### config.mk
export PLATFORM = sky130hd
export DESIGN_NAME = stage_4_accumulate
export DESIGN_NICKNAME = d
export VERILOG_FILES = /design/src/rtl/stage_4_accumulate.sv
export SDC_FILE = /design/constraint.sdc
export NUM_CORES = 2
export LEC_CHECK = 0
export BUFFER_PORTS_ARGS = -buffer_cell sky130_fd_sc_hd__buf_2
export CORE_AREA = 3 3 278 280
export CTS_CLUSTER_DIAMETER = 80
export DETAILED_ROUTE_END_ITERATION = 8
export DIE_AREA = 0 0 281 283
export PLACE_DENSITY = 0.67
export SYNTH_ARGS = -nofsm -noshare
export SYNTH_HDL_FRONTEND = slang
export SYNTH_SLANG_ARGS = --single-unit
export TNS_END_PERCENT = 50
### constraint.sdc
create_clock -name clk -period 83.9 [get_ports clk]
set_input_delay 4.195 -clock clk [delete_from_list [all_inputs] [get_ports clk]]
set_output_delay 4.195 -clock clk [all_outputs]
set_load 0.01 [all_outputs]
### src/rtl/stage_4_accumulate.sv
// Adds each float pair on one shared fp_add core and accumulates SAMPLES pair sums into result.
// Latency: start accepted at T gives done at T+2*ADD_LATENCY+2; one job in flight at a time.
// Busy starts are dropped, or held in a one-entry skid buffer when STAGE4_SKID_BUFFER_EN is defined.
module stage_4_accumulate #(
    parameter int FLOAT_DATA_WIDTH = 32,
    parameter int ADD_LATENCY      = 7,
    parameter int SAMPLES          = 4,
    parameter int COUNT_WIDTH      = 8
) (
    input  logic                        clk,
    input  logic                        rst,
    input  logic                        clk_en,
    input  logic                        start,
    input  logic [FLOAT_DATA_WIDTH-1:0] to_add_one,
    input  logic [FLOAT_DATA_WIDTH-1:0] to_add_two,
    input  logic                        acc_clear,
    output logic [FLOAT_DATA_WIDTH-1:0] result,
    output logic                        done,
    output logic                        working,
    output logic                        dropped
);
    localparam int W = FLOAT_DATA_WIDTH;

    typedef enum logic [1:0] {IDLE, ADD_PAIR, ADD_ACC, DONE_CHK} state_t;

    state_t                 state, state_next;
    logic [COUNT_WIDTH-1:0] lat_cnt, count;
    logic [W-1:0]           op_one, op_two, pair_sum, acc;
    logic [W-1:0]           fp_a, fp_b, fp_comb, fp_sum;
    logic                   clear_pend, start_ok, lat_last, fp_en, accept, drop, pending;
`ifdef STAGE4_SKID_BUFFER_EN
    logic [W-1:0]           buf_one, buf_two;
    logic                   take_pend, buf_store;
`endif

    // IEEE-754 single add, round to nearest even; subnormals flush to zero.
    function automatic logic [31:0] fp_add32(input logic [31:0] a, input logic [31:0] b);
        logic [31:0] x, y, r;
        logic [27:0] mx, my, sum;
        logic [9:0]  ex;
        logic [7:0]  d;
        logic [22:0] mant;
        logic [24:0] mr;
        logic        sticky;
        r = 32'h0;
        if (a[30:23] == 8'hFF || b[30:23] == 8'hFF) begin
            if ((a[30:23] == 8'hFF && a[22:0] != 23'h0) || (b[30:23] == 8'hFF && b[22:0] != 23'h0))
                r = 32'h7FC0_0000;
            else if (a[30:23] == 8'hFF && b[30:23] == 8'hFF && a[31] != b[31])
                r = 32'h7FC0_0000;
            else
                r = (a[30:23] == 8'hFF) ? a : b;
        end else if (a[30:23] == 8'h00) begin
            r = (b[30:23] == 8'h00) ? {a[31] & b[31], 31'h0} : b;
        end else if (b[30:23] == 8'h00) begin
            r = a;
        end else begin
            if (a[30:0] >= b[30:0]) begin x = a; y = b; end
            else begin x = b; y = a; end
            d      = x[30:23] - y[30:23];
            mx     = {2'b01, x[22:0], 3'b000};
            my     = {2'b01, y[22:0], 3'b000};
            sticky = 1'b0;
            for (int i = 0; i < 27; i++) begin
                if (i < int'(d)) begin
                    sticky = sticky | my[0];
                    my     = my >> 1;
                end
            end
            my[0] = my[0] | sticky;
            sum   = (x[31] == y[31]) ? mx + my : mx - my;
            ex    = {2'b00, x[30:23]};
            if (sum != 28'h0) begin
                if (sum[27]) begin
                    sum = {1'b0, sum[27:2], sum[1] | sum[0]};
                    ex  = ex + 10'd1;
                end else begin
                    for (int i = 0; i < 26; i++) begin
                        if (!sum[26]) begin
                            sum = sum << 1;
                            ex  = ex - 10'd1;
                        end
                    end
                end
                mant = sum[25:3];
                if (sum[2] && (sum[1] || sum[0] || sum[3])) begin
                    mr = {2'b01, mant} + 25'd1;
                    if (mr[24]) begin
                        mant = mr[23:1];
                        ex   = ex + 10'd1;
                    end else begin
                        mant = mr[22:0];
                    end
                end
                if (ex[9] || ex == 10'd0)  r = {x[31], 31'h0};
                else if (ex >= 10'd255)    r = {x[31], 8'hFF, 23'h0};
                else                       r = {x[31], ex[7:0], mant};
            end
        end
        return r;
    endfunction

    assign fp_a    = (state == ADD_ACC) ? pair_sum : op_one;
    assign fp_b    = (state == ADD_ACC) ? acc      : op_two;
    assign fp_comb = fp_add32(fp_a, fp_b);

    // The FSM's own capture register is the last of the ADD_LATENCY stages.
    generate
        if (ADD_LATENCY == 1) begin : g_lat1
            assign fp_sum = fp_comb;
        end else begin : g_pipe
            logic [W-1:0] pipe [ADD_LATENCY-1];
            always_ff @(posedge clk) begin
                if (rst) begin
                    pipe <= '{default: '0};
                end else if (fp_en) begin
                    pipe[0] <= fp_comb;
                    for (int i = 1; i < ADD_LATENCY - 1; i++) pipe[i] <= pipe[i-1];
                end
            end
            assign fp_sum = pipe[ADD_LATENCY-2];
        end
    endgenerate

    assign start_ok = clk_en && start;
    assign lat_last = (lat_cnt == COUNT_WIDTH'(ADD_LATENCY - 1));
    assign working  = (state != IDLE) || pending;

    always_comb begin
        state_next = state;
        accept     = 1'b0;
        fp_en      = 1'b0;
        drop       = 1'b0;
`ifdef STAGE4_SKID_BUFFER_EN
        take_pend  = 1'b0;
        buf_store  = 1'b0;
`endif
        case (state)
            IDLE: begin
                if (start_ok && !pending) begin
                    accept     = 1'b1;
                    state_next = ADD_PAIR;
                end
`ifdef STAGE4_SKID_BUFFER_EN
                if (pending) begin
                    take_pend  = 1'b1;
                    buf_store  = start_ok;
                    state_next = ADD_PAIR;
                end
`endif
            end
            ADD_PAIR: begin
                fp_en = 1'b1;
                if (lat_last) state_next = ADD_ACC;
            end
            ADD_ACC: begin
                fp_en = 1'b1;
                if (lat_last) state_next = DONE_CHK;
            end
            default: state_next = IDLE;
        endcase
        if (start_ok && state != IDLE) begin
`ifdef STAGE4_SKID_BUFFER_EN
            drop      = pending;
            buf_store = !pending;
`else
            drop      = 1'b1;
`endif
        end
    end

`ifdef STAGE4_SKID_BUFFER_EN
    always_ff @(posedge clk) begin
        if (rst) begin
            pending <= 1'b0;
            buf_one <= '0;
            buf_two <= '0;
        end else if (buf_store) begin
            pending <= 1'b1;
            buf_one <= to_add_one;
            buf_two <= to_add_two;
        end else if (take_pend) begin
            pending <= 1'b0;
        end
    end
`else
    assign pending = 1'b0;
`endif

    always_ff @(posedge clk) begin
        if (rst) begin
            state      <= IDLE;
            lat_cnt    <= '0;
            count      <= '0;
            op_one     <= '0;
            op_two     <= '0;
            pair_sum   <= '0;
            acc        <= '0;
            result     <= '0;
            done       <= 1'b0;
            dropped    <= 1'b0;
            clear_pend <= 1'b0;
        end else begin
            state   <= state_next;
            done    <= 1'b0;
            dropped <= drop;
            lat_cnt <= (fp_en && !lat_last) ? lat_cnt + 1'b1 : '0;
            if (accept) begin
                op_one <= to_add_one;
                op_two <= to_add_two;
            end
`ifdef STAGE4_SKID_BUFFER_EN
            else if (take_pend) begin
                op_one <= buf_one;
                op_two <= buf_two;
            end
`endif
            if (state == ADD_PAIR && lat_last) pair_sum <= fp_sum;
            if ((state == ADD_PAIR || state == ADD_ACC) && acc_clear) clear_pend <= 1'b1;
            case (state)
                IDLE: begin
                    if (acc_clear) begin
                        acc   <= '0;
                        count <= '0;
                    end
                end
                ADD_ACC: begin
                    if (lat_last) begin
                        acc   <= fp_sum;
                        count <= count + 1'b1;
                    end
                end
                DONE_CHK: begin
                    clear_pend <= 1'b0;
                    // A clear seen while busy discards the sample just accumulated.
                    if (clear_pend || acc_clear) begin
                        acc   <= '0;
                        count <= '0;
                    end else if (count == COUNT_WIDTH'(SAMPLES)) begin
                        result <= acc;
                        done   <= 1'b1;
                        acc    <= '0;
                        count  <= '0;
                    end
                end
                default: ;
            endcase
        end
    end
endmodule

; Word level (Yosys, flattened, before mapping)
; Index checks and enable logic that the tools add are counted.
; Widths: inputs -> output; s select.
[op_classes]
magnitude_cmp = 29
muxes = 575
reduce_logical = 34
n_eq_ne = 14
n_addsub = 34
bitwise_logic = 32
[ops]
columns = op, count
row1 = $mux 27, 151
row2 = $mux 28, 108
row3 = $mux 10, 162
row4 = $mux 32, 22
row5 = $sub 10x1->10 const B, 25
row6 = $mux 26, 6
row7 = $mux 1, 112
row8 = $pmux 32 s3, 1
row9 = $lt 5x8->1 const A, 11
row10 = $lt 4x8->1 const A, 8
row11 = $mux 31, 2
row12 = $mux 23, 2
row13 = $reduce_bool 23->1, 2
row14 = $lt 3x8->1 const A, 4
row15 = $mux 8, 4
row16 = $ge 31x31->1, 1
row17 = $add 27x28->28, 1
row18 = $or 1x1->1, 28
row19 = $reduce_bool 28->1, 1
row20 = $sub 27x28->28, 1
row21 = $add 24x1->25 const B, 1
row22 = $pmux 8 s3, 1
row23 = $add 8x1->8 const B, 2
row24 = $eq 8x3->1 const B, 2
row25 = other kinds (30), 60
[word_totals]
inputBits = 69
regBits = 373
wordCells = 735

; Depth between registers and ports, before layout
[logic_depth]
word_depth = 341
ltp_mapped = 154

; Worst setup path after synthesis
; OpenSTA, ideal clock, no wires.
[synth_path]
path_kind = register -> register
startpoint = reg state[0]
endpoint = reg g_pipe.pipe[162] (netlist bit)
setup_slack_ns = 55.772
period_less_slack_ns = 28.128
stages_incl_launch_ff = 149
t_arrival_ns = 27.993
n_path_buf = 15
cell_sequence = dfxtp_1 > inv_1 > ha_1 > buf_2 > buf_2 > buf_2 > buf_2 > buf_2 > buf_2 > buf_1 > buf_1 > mux2_2 > ha_1 > buf_2 > a21oi_1 > a21oi_1 > o221a_2 > a211oi_1 > [113 not listed] > ha_1 > mux2_2 > ha_1 > o211a_1 > a21boi_0 > a21oi_1 > a21oi_1 > xor2_1 > nor2_1 > nor2_1 > nand3_1 > a2111o_1 > o211a_1 > or4_1 > nand2b_1 > or3b_1 > buf_6 > o31ai_2
[synth_via]
elab_chain_cells = 339
[synth_lines]
columns = element, line_no
row1 = start: declaration, 26  ; state_t state, state_next;
row2 = start signal: assignment, 204  ; state <= state_next;
row3 = $eq 2x2->1, "103, 104, 138"
row4 = $mux 32 (on tied branches), "103, 104"
row5 = $ge 31x31->1, 58  ; if (a[30:0] >= b[30:0]) begin x = a; y = b; end
row6 = $mux 32, 58
row7 = $mux 32, 55  ; end else if (b[30:23] == 8'h00) begin
row8 = $mux 32, 53  ; end else if (a[30:23] == 8'h00) begin
row9 = $mux 32, 46  ; if (a[30:23] == 8'hFF || b[30:23] == 8'hFF) begin
row10 = $sub 8x8->8, 60  ; d = x[30:23] - y[30:23];
row11 = [323 not listed], n/a
row12 = $mux 10, 46
row13 = $ge 10x8->1 or $logic_not 10->1 (tied branches), "96, 95"
row14 = $mux 31 or $logic_or 1x1->1 (tied branches), "96, 95"
row15 = $mux 31, 95  ; if (ex[9] || ex == 10'd0) r = {x[31], 31'h0};
row16 = $mux 32, 73  ; if (sum != 28'h0) begin
row17 = $mux 32, 55
row18 = $mux 32, 53
row19 = $mux 32, 46
row20 = end: declaration, 112  ; logic [W-1:0] pipe [ADD_LATENCY-1];
; Several ways; a longest one is shown, not always the timed one. The select of a mux whose other input is x is not followed.
; A chain may end at the register's enable or synchronous reset.

; Worst setup path in the final report
[layout_path]
startpoint = reg state[0]
endpoint = reg g_pipe.pipe[164] (netlist bit)
; Same word-level chain as after synthesis.

==> results.cfg <==
[setup_path]
cp-end-kind = flip-flop
crit_required_ns = 84.29
regToRegStartpoint = state[0]
cp_top_family = compound AO/OA/AOI/OAI gates
rr_endpoint = g_pipe.pipe[164]
max_stage_delay_ns = 0.92
r2r_slack_ns = 51.96
cp.arrival_ns = 32.33
crit_path_start_kind = flip-flop
crit_slowest_cell = nor2_1
crit_type = flip-flop to flip-flop
r2r_cells = 138
cp_num_buf_inv = 10
critPathMostFrequentCell = ha_1
critPathMaxFanout = 52

[hold_path]
min_from = result[16]
min_path_cells = 2
min_path_type = flip-flop to flip-flop
holdPathEnd = result[16]

[synthesis]
yosysTopAreaCell = dfxtp_1
synth.distinct_cells = 144
synth_area_um2 = 37500
yosys.area.top_type_share_pct = 19.9
async_reset_ff_share_pct = 0
synth_area_leaders = dfxtp_1, mux2i_1, nand2_1
ys_seq_elements = 373
syn_inst = 5280
avgSynthCellArea_um2 = 7.11
syn-num-nets = 5457
ys.warnings.count = 0
yosysSeqAreaShare_pct = 19.9
synth-edff-count = 0
synth-main-ff-cell = dfxtp_1

[timing]
worst_pin_slew_ns = 1.19
setup_tns_ns = 0
rsz0062_at_grt = no
setup_ws_ns = 51.96
hold_viol_final = 0
final.min_clock_period_ns = 31.94
slew_headroom_pct = 19.8
final_max_slew_viol_count = 0
min_period_over_period_pct = 38.1
setup_viol = 0
clock_skew_ns = 0.0174
fmax_ghz = 0.0313

[global_route]
grt_pass1_wl_um = 234000
antenna_found_initial = 2
grt_pass1_vias = 37900
groute.usage.overall_pct = 36.7
grt_max_degree = 178
overflow = 0

[run_status]
status = completed

[cells_and_area]
drive_gt1_share_pct = 9.74
final_common_cell = nand2_1
stdcell_count = 6217
finalNetCount = 5402
final_area_um2 = 40100
diodes = 0
layout_common_cells = nand2_1, nor2_1, a21oi_1, dfxtp_1, mux2i_1
area_delta_synth_final_pct = 6.74

[clock_tree]
cts.sinks = 373
htreeDepth = 2
clkLatencyLatePin_ns = 0.54
clockBufferDepth = 3
numCtsBuffers = 34
clkTransAtPathRegs_ns = 0.07
postCtsSetupBuffers = 0
cts_root_buf = clkbuf_16
cts_tree = yes
cts_resized = 0
cts-hold-fix-buffers = 0

[place]
portBuffers = 103
placed_cell_area_um2 = 38900
dp.cells = 6158
hpwl_um = 117000
place_congestion = 1.07
place_ws_ns = 52.76

[die]
placementRows = 100
ios = 104
fp.dieArea_um2 = 79500
start_util_pct = 50.2
fp.dieH_um = 283
die_w_um = 281
core_um2 = 74700

[run]
max-cap-violations = 0

[detailed_routing]
antenna_left = 0
wirelength_um = 154000
viasPerCell = 6.83
dr.pass1.iters = 7
met1_length_um = 66900
top_layer = met5
vias = 42400
wl_per_cell_um = 24.8
dr.first_iter.drc_count = 5627
route.met2.wl_um = 64600
met3_length_um = 16200
drc = 0
-- sequential cells by signal, indices dropped and copies added, names as in the netlist, 8 cells and up --
register	flops
op_one	32
result	32
g_pipe.pipe	160
acc	32
pair_sum	32
count	8
lat_cnt	8
fp_sum	32
op_two	32
-- kinds of logic after synthesis --
logic type	synth area share [%]
and+or+nand+nor	28.1
AOI/OAI and AO/OA	28.5
buffers and inverters	4.95
DFF	19.9
muxes	9.26
xor gates and xnor gates	5.56
adders and majority gates	3.78
-- layout make-up --
class,count,area [µm²]
tap,969,1210
multi-input combinational,4457,28300
clock buffer,48,1000
inverter,139,522
timing repair buffer,220,1420
clock inverter,11,136
sequential,373,7470
fill,7398,34600
-- worst reg2reg max path: cells and delay by family, from the launching register on --
kind | cells | cell delay [ns]
simple gates | 40 | 7.15
compound gates | 49 | 9.99
buf+inv | 10 | 3.11
mux | 12 | 3.04
fa+ha+maj | 25 | 7.69
flops | 1 | 0.35
xor+xnor | 2 | 0.50
-- Yosys cell counts (37+ instances only) --
cell type / count
nand4_1: 80
a211o_1: 40
inv_1: 138
nand2_1: 735
and3_1: 49
nor4_1: 64
o31ai_1: 37
ha_1: 107
o211ai_1: 76
and2_1: 59
a21o_1: 55
a211oi_1: 81
nor3_1: 177
o21a_1: 37
buf_2: 47
nor2_1: 617
nand3_1: 163
xnor2_1: 98
xor2_1: 55
mux2_2: 44
a21oi_1: 487
o21ai_0: 244
dfxtp_1: 373
mux2i_1: 286
a31oi_1: 61
o22ai_1: 56
or3_1: 50
clkbuf_1: 206
-- per-stage QoR --
| stage | hold slack (ns) | utilization [%] |
|---|---|---|
| after floorplan | 0.430 | - |
| after global placement | 0.439 | 52.1 |
| after detailed placement | 0.443 | 52.1 |
| after CTS | 0.452 | 53.6 |
| after global routing | 0.469 | 53.6 |
| final | 0.450 | 53.6 |
-- how the worst max path moves through the flow --
stage / startpoint / endpoint / cells past startpoint
global placement: state[0] / g_pipe.pipe[162] / 138
global route: state[0] / g_pipe.pipe[164] / 141
floorplan: state[0] / g_pipe.pipe[162] / 148
detailed placement: state[0] / g_pipe.pipe[180] / 141
finish: state[0] / g_pipe.pipe[164] / 138
CTS: state[0] / g_pipe.pipe[164] / 141
-- per-layer routing --
metal | vias up | global-route usage, %
met4 | 2 | 12.8
met1 | 20100 | 53.8
met2 | 2609 | 54.3
li1 | 19400 | -
met3 | 391 | 5.74
met5 | - | 0
Power is left out: the tool's default activity adds up to more than one toggle a clock period on the data nets, which glitch-free logic cannot reach.
